==> src/rtl/uart_pkg.sv <==
// uart_pkg: shared state encoding and constants for the uart_tx arbiter slice
//   BYTE_W           serial byte width
//   DEF_LOCK_TIMEOUT default idle clocks a frame owner may hold the lock
//   arb_state_t      arbiter FSM states
package uart_pkg;
    localparam int BYTE_W = 8;
    localparam int DEF_LOCK_TIMEOUT = 65535;
    typedef enum logic [2:0] {SYNC, IDLE, LOAD, WAIT_DONE, GAP, LOCKED} arb_state_t;
endpackage

==> src/rtl/rr_pick.sv <==
// rr_pick: combinational round-robin selector, first request at or after ptr wins
//   req   request vector
//   ptr   highest-priority index this cycle
//   gnt   one-hot grant (zero when nothing requests)
//   found some request was granted
module rr_pick #(
    parameter int N = 4,
    localparam int PW = (N > 1) ? $clog2(N) : 1
) (
    input  logic [N-1:0]  req,
    input  logic [PW-1:0] ptr,
    output logic [N-1:0]  gnt,
    output logic          found
);
    always_comb begin
        gnt = '0;
        found = 1'b0;
        for (int i = 0; i < N; i++) begin
            if (!found && req[(int'(ptr) + i) % N]) begin
                gnt[(int'(ptr) + i) % N] = 1'b1;
                found = 1'b1;
            end
        end
    end
endmodule

==> src/rtl/uart_tx_arbiter.sv <==
// uart_tx_arbiter: round-robin sharing of one uart_tx between NUM_REQ byte clients with frame locking
//   clock, i_rst_n                  clock, async active-low reset
//   i_req_valid/_byte/_last         per-client byte offer (byte n on [8n+7:8n])
//   o_req_ready                     one-hot accept strobe, byte taken on valid&ready
//   o_tx_data_avail/o_tx_data_byte  start pulse and held byte towards uart_tx
//   i_tx_active, i_tx_done          uart_tx busy level and completion pulse
//   o_grant, o_locked, o_lock_abort current/last owner, frame lock, lock timeout pulse
module uart_tx_arbiter
    import uart_pkg::*;
#(
    parameter int NUM_REQ      = 4,
    parameter int LOCK_TIMEOUT = DEF_LOCK_TIMEOUT
) (
    input  logic                      clock,
    input  logic                      i_rst_n,
    input  logic [NUM_REQ-1:0]        i_req_valid,
    input  logic [BYTE_W*NUM_REQ-1:0] i_req_byte,
    input  logic [NUM_REQ-1:0]        i_req_last,
    output logic [NUM_REQ-1:0]        o_req_ready,
    output logic                      o_tx_data_avail,
    output logic [BYTE_W-1:0]         o_tx_data_byte,
    input  logic                      i_tx_active,
    input  logic                      i_tx_done,
    output logic [NUM_REQ-1:0]        o_grant,
    output logic                      o_locked,
    output logic                      o_lock_abort
);
    localparam int PW = $clog2(NUM_REQ);
    localparam int CW = $clog2(LOCK_TIMEOUT + 1);

    arb_state_t state;
    logic [PW-1:0] ptr, owner, sel, nxt;
    logic [CW-1:0] cnt;
    logic last_q, found;
    logic [NUM_REQ-1:0] pick;

    rr_pick #(.N(NUM_REQ)) u_pick (
        .req  (i_req_valid),
        .ptr  (ptr),
        .gnt  (pick),
        .found(found)
    );

    // index of the client being accepted: the round-robin winner in IDLE, else the lock owner
    always_comb begin
        sel = owner;
        if (state == IDLE)
            for (int i = 0; i < NUM_REQ; i++)
                if (pick[i]) sel = PW'(i);
    end

    assign nxt = (owner == PW'(NUM_REQ - 1)) ? '0 : owner + PW'(1);
    assign o_req_ready = (state == IDLE && found) ? pick :
                         (state == LOCKED && i_req_valid[owner]) ? (NUM_REQ'(1) << owner) : '0;

    always_ff @(posedge clock or negedge i_rst_n) begin
        if (!i_rst_n) begin
            state <= SYNC;
            ptr <= '0;
            owner <= '0;
            cnt <= '0;
            last_q <= 1'b0;
            o_tx_data_avail <= 1'b0;
            o_tx_data_byte <= '0;
            o_grant <= '0;
            o_locked <= 1'b0;
            o_lock_abort <= 1'b0;
        end else begin
            o_tx_data_avail <= 1'b0;
            o_lock_abort <= 1'b0;
            case (state)
                // the serializer is not reset with us, so let any byte in flight drain
                SYNC: if (!i_tx_active) state <= IDLE;
                IDLE, LOCKED: begin
                    if (|o_req_ready) begin
                        owner <= sel;
                        o_tx_data_byte <= i_req_byte[sel*BYTE_W +: BYTE_W];
                        last_q <= i_req_last[sel];
                        o_grant <= o_req_ready;
                        o_tx_data_avail <= 1'b1;
                        state <= LOAD;
                    end else if (state == LOCKED) begin
                        if (cnt == CW'(LOCK_TIMEOUT - 1)) begin
                            o_lock_abort <= 1'b1;
                            o_locked <= 1'b0;
                            ptr <= nxt;
                            state <= IDLE;
                        end else if (cnt != {CW{1'b1}}) begin
                            cnt <= cnt + CW'(1);
                        end
                    end
                end
                LOAD: state <= WAIT_DONE;
                WAIT_DONE: if (i_tx_done) state <= GAP;
                // one idle cycle lets uart_tx finish its cleanup before the next start
                GAP: begin
                    if (last_q) begin
                        o_locked <= 1'b0;
                        ptr <= nxt;
                        state <= IDLE;
                    end else begin
                        o_locked <= 1'b1;
                        cnt <= '0;
                        state <= LOCKED;
                    end
                end
                default: state <= SYNC;
            endcase
        end
    end
endmodule

==> config.mk <==
export PLATFORM = sky130hd
export DESIGN_NAME = uart_tx_arbiter
export DESIGN_NICKNAME = d
export VERILOG_FILES = /design/src/rtl/uart_pkg.sv /design/src/rtl/rr_pick.sv /design/src/rtl/uart_tx_arbiter.sv
export SDC_FILE = /design/constraint.sdc
export NUM_CORES = 1
export LEC_CHECK = 0
export ABC_AREA = 0
export CAP_MARGIN = 0
export CELL_PAD_IN_SITES_DETAIL_PLACEMENT = 1
export CELL_PAD_IN_SITES_GLOBAL_PLACEMENT = 2
export CORE_MARGIN = 4
export CORE_UTILIZATION = 28
export DETAILED_ROUTE_END_ITERATION = 12
export PLACE_DENSITY = 0.74
export SLEW_MARGIN = 10
export SYNTH_ARGS = -nofsm -noshare
export SYNTH_HDL_FRONTEND = slang
export SYNTH_HIERARCHICAL = 1
export SYNTH_SLANG_ARGS = --single-unit
export TNS_END_PERCENT = 1
==> constraint.sdc <==
create_clock -name clock -period 3.7 [get_ports clock]
set_input_delay 0.37 -clock clock [delete_from_list [all_inputs] [get_ports clock]]
set_output_delay 0.37 -clock clock [all_outputs]
set_load 0.1 [all_outputs]
==> summary.txt <==
Pin count of the biggest net entering global routing - 40
Footprint of the multi-input gates - 1850 µm²
Cell variety after synth - 59
Setup repair after global routing missed its margin - no
Number of setup violations in the final report - 0
Total gr overflow - 0
Skew-Pair Late Insertion Delay - 0.30 ns
DR vias - 2913
Sink Count - 39
Final worst-path cycle share - 0.921
Row cnt - 37
Drt drc - 0
Post-Syn Instances - 336
Hold Vio Cnt, Final - 0
Number of port buffers - 62
FF/Latch Area - 976 µm²
Antenna violations before repair - 0
Final clock skew - 0.0100 ns
Layout Nets - 460
Routed WL per cell - 17.5 µm
Most frequent cells in the layout - clkdlybuf4s50_1, dfrtp_1, a21oi_1, nor2_1, nand2_1
Hold Path Class - primary input to asynchronous set/reset pin
Layout Utilization - 0.379
CTS tree - built
Vert. Die Dim - 111 µm
DRT Pass-1 Iters - 4
Vias in the first global route - 3056
CP startpoint kind - flop
Yosys warning count - 6
Flop and latch count out of synthesis - 39
Starting Density - 0.288
Boundary Pins - 63
Total core area - 10300 µm²
CP Data Required Time - 3.85 ns
Total track usage - 0.155
Max Buffers Root-to-Sink - 2
# H-tree levels - 2
# fillers - 1188
WS Path Type - flop to flop
Root Buffer - clkbuf_8
Total die area - 12300 µm²
GPL Wtd Cong - 0.816
Layout cells sized above 1 - 0.128
Max-slew violation count - 0
CTS clk-pin slew, worst paths - 0.09 ns
Max-cap violations - 0
Die X - 111 µm
Area Overhead vs Synth - 31.6%
Final ANT Viol Nets - 0
Setup TNS - 0 ns
Max Clock Freq - 294 MHz
Setup Buffers After CTS - 0
Post-Syn Nets - 392
Maximum VDD drop - 0.637 mV
Cts bufs inserted - 5
Seq/Total Area, Yosys - 0.328
Cts repair resizes - 0
Worst path arrival time - 3.56 ns
Final min period - 3.41 ns
Commonest non-fill, non-tap cell in the layout - clkdlybuf4s50_1
Iter 0 DRT Violations - 95
Top FF cell, synth - dfrtp_1
Post-synth ARST share - 1.00
Slew HR - 0.329
Global-route wire length before repair - 16000 µm
Syn Area/Cell - 8.85 µm²
Status - finished, final reports clean
Power per cell area - 900 nW/µm²
Pleak - 1.63 nW
Post-synth EDFFs - 0
Setup crit end kind - flop
Post-DP HPWL - 7150 µm
Detailed Route WL - 9470 µm
DR vias/cell - 5.38
Number of inserted diodes - 0
CTS Hold Bufs - 0
Synthesized cell area - 2970 µm²
CP max FO - 14
Worst-Margin Slew - 1.00 ns
==> cells in the mapped netlist, types with 5 or more instances <==
library cell   n  area, µm²
nor2_1        27        101
inv_1         13       48.8
nand2b_1       8       50.1
o31ai_1        6       45.0
nand3_1        7       35.0
nand4_1        8       50.1
or4_1          7       52.6
a21o_1         6       45.0
buf_2          7       35.0
o21ai_0       14       70.1
clkbuf_1       5       18.8
a21oi_1       32        160
dfrtp_1       39        976
nand2_1       21       78.8
nor3_1         6       30.0
o22ai_1        6       37.5
or3_1          5       31.3
mux2i_1       17        170
ha_1          12        150
a221oi_1       5       43.8
mux2_2         5       56.3
a221oi_2       6       90.1
nor2b_1        5       31.3
==> power breakdown <==
| part | switching [W] | internal, W | leakage (nW) | total (W) |
|---|---|---|---|---|
| Sequential | 0.000198 | 0.000595 | 0.477 | 0.000792 |
| Clock | 0.000167 | 0.000132 | 0.0412 | 0.000300 |
| Combinational | 0.00159 | 0.000838 | 1.12 | 0.00243 |
| Total | 0.00196 | 0.00156 | 1.63 | 0.00352 |
==> through the flow <==
step,std cells,area [µm²],hold WS (ns),setup WS [ns],power (W)
finish,541,3910,0.205,0.293,0.00352
global route,541,3910,0.280,0.00915,0.00379
CTS,541,3910,0.246,0.0852,0.00357
detailed placement,533,3830,0.468,0.00140,0.00325
global placement,533,3830,0.457,0.0961,0.00321
floorplan,336,2970,0.0744,0.236,0.00254
==> routing by layer <==
layer | up-vias | wire [µm] | GRT usage
li1 | 1406 | - | -
met1 | 1458 | 4310 | 0.202
met2 | 41 | 4820 | 0.273
met3 | 8 | 258 | 0.0273
met4 | 0 | 80 | 0.0260
met5 | - | 0 | 0
==> critical path: stages, from the launching register on <==
cell	delay, ns
dfrtp_1	0.35
inv_1	0.11
ha_1	0.42
mux2i_1	0.33
mux2_2	0.28
a211oi_1	0.09
o2bb2ai_1	0.20
nor4_1	0.08
mux2_4	0.28
or3_1	0.38
inv_2	0.22
and2_2	0.36
a221oi_1	0.15
==> sequential cells by signal (all words and copies together) (netlist names) <==
name and cells:
o_grant 4, o_locked 1, last_q 1, cnt 16, o_lock_abort 1, ptr 2, state 3, o_tx_data_avail 1
owner 2, o_tx_data_byte 8
==> kinds of logic (layout without fill, tap and decap cells) <==
| kind of cell | after synthesis | count (layout) | synth area share |
|---|---|---|---|
| flip-flops | 39 | 39 | 0.328 |
| AND/OR/NAND/NOR | 118 | 118 | 0.215 |
| buffers and inverters | 32 | 101 | 0.0530 |
| adder cells (fa/ha/maj) | 12 | 12 | 0.0505 |
| AO/OA/AOI/OAI | 111 | 111 | 0.265 |
| multiplexers | 24 | 24 | 0.0888 |
==> area by class of cell <==
class / count / share of cell area
flip-flops and latches: 39 / 0.249
multi-input cells: 265 / 0.472
clock buffers: 6 / 0.0185
clock inverters: 2 / 0.00320
inverters: 14 / 0.0134
well taps: 136 / 0.0435
repair buffers: 79 / 0.200
==> path summary, 6_finish.rpt <==
kind / startpoint / cells past startpoint / end / slack [ns]
worst max-delay path: ptr[0] / 12 / o_tx_data_byte[1] / 0.29
worst min-delay path: i_rst_n / 1 / cnt[5] / 0.21
worst max register to register: ptr[0] / 12 / o_tx_data_byte[1] / 0.29
worst min register to register: o_grant[1] / 1 / o_grant[1] / 0.48
max in group asynchronous: i_rst_n / 1 / o_tx_data_byte[0] / 2.91
min in group clock: o_grant[1] / 1 / o_grant[1] / 0.48
Power figures use the tool's default switching activity.
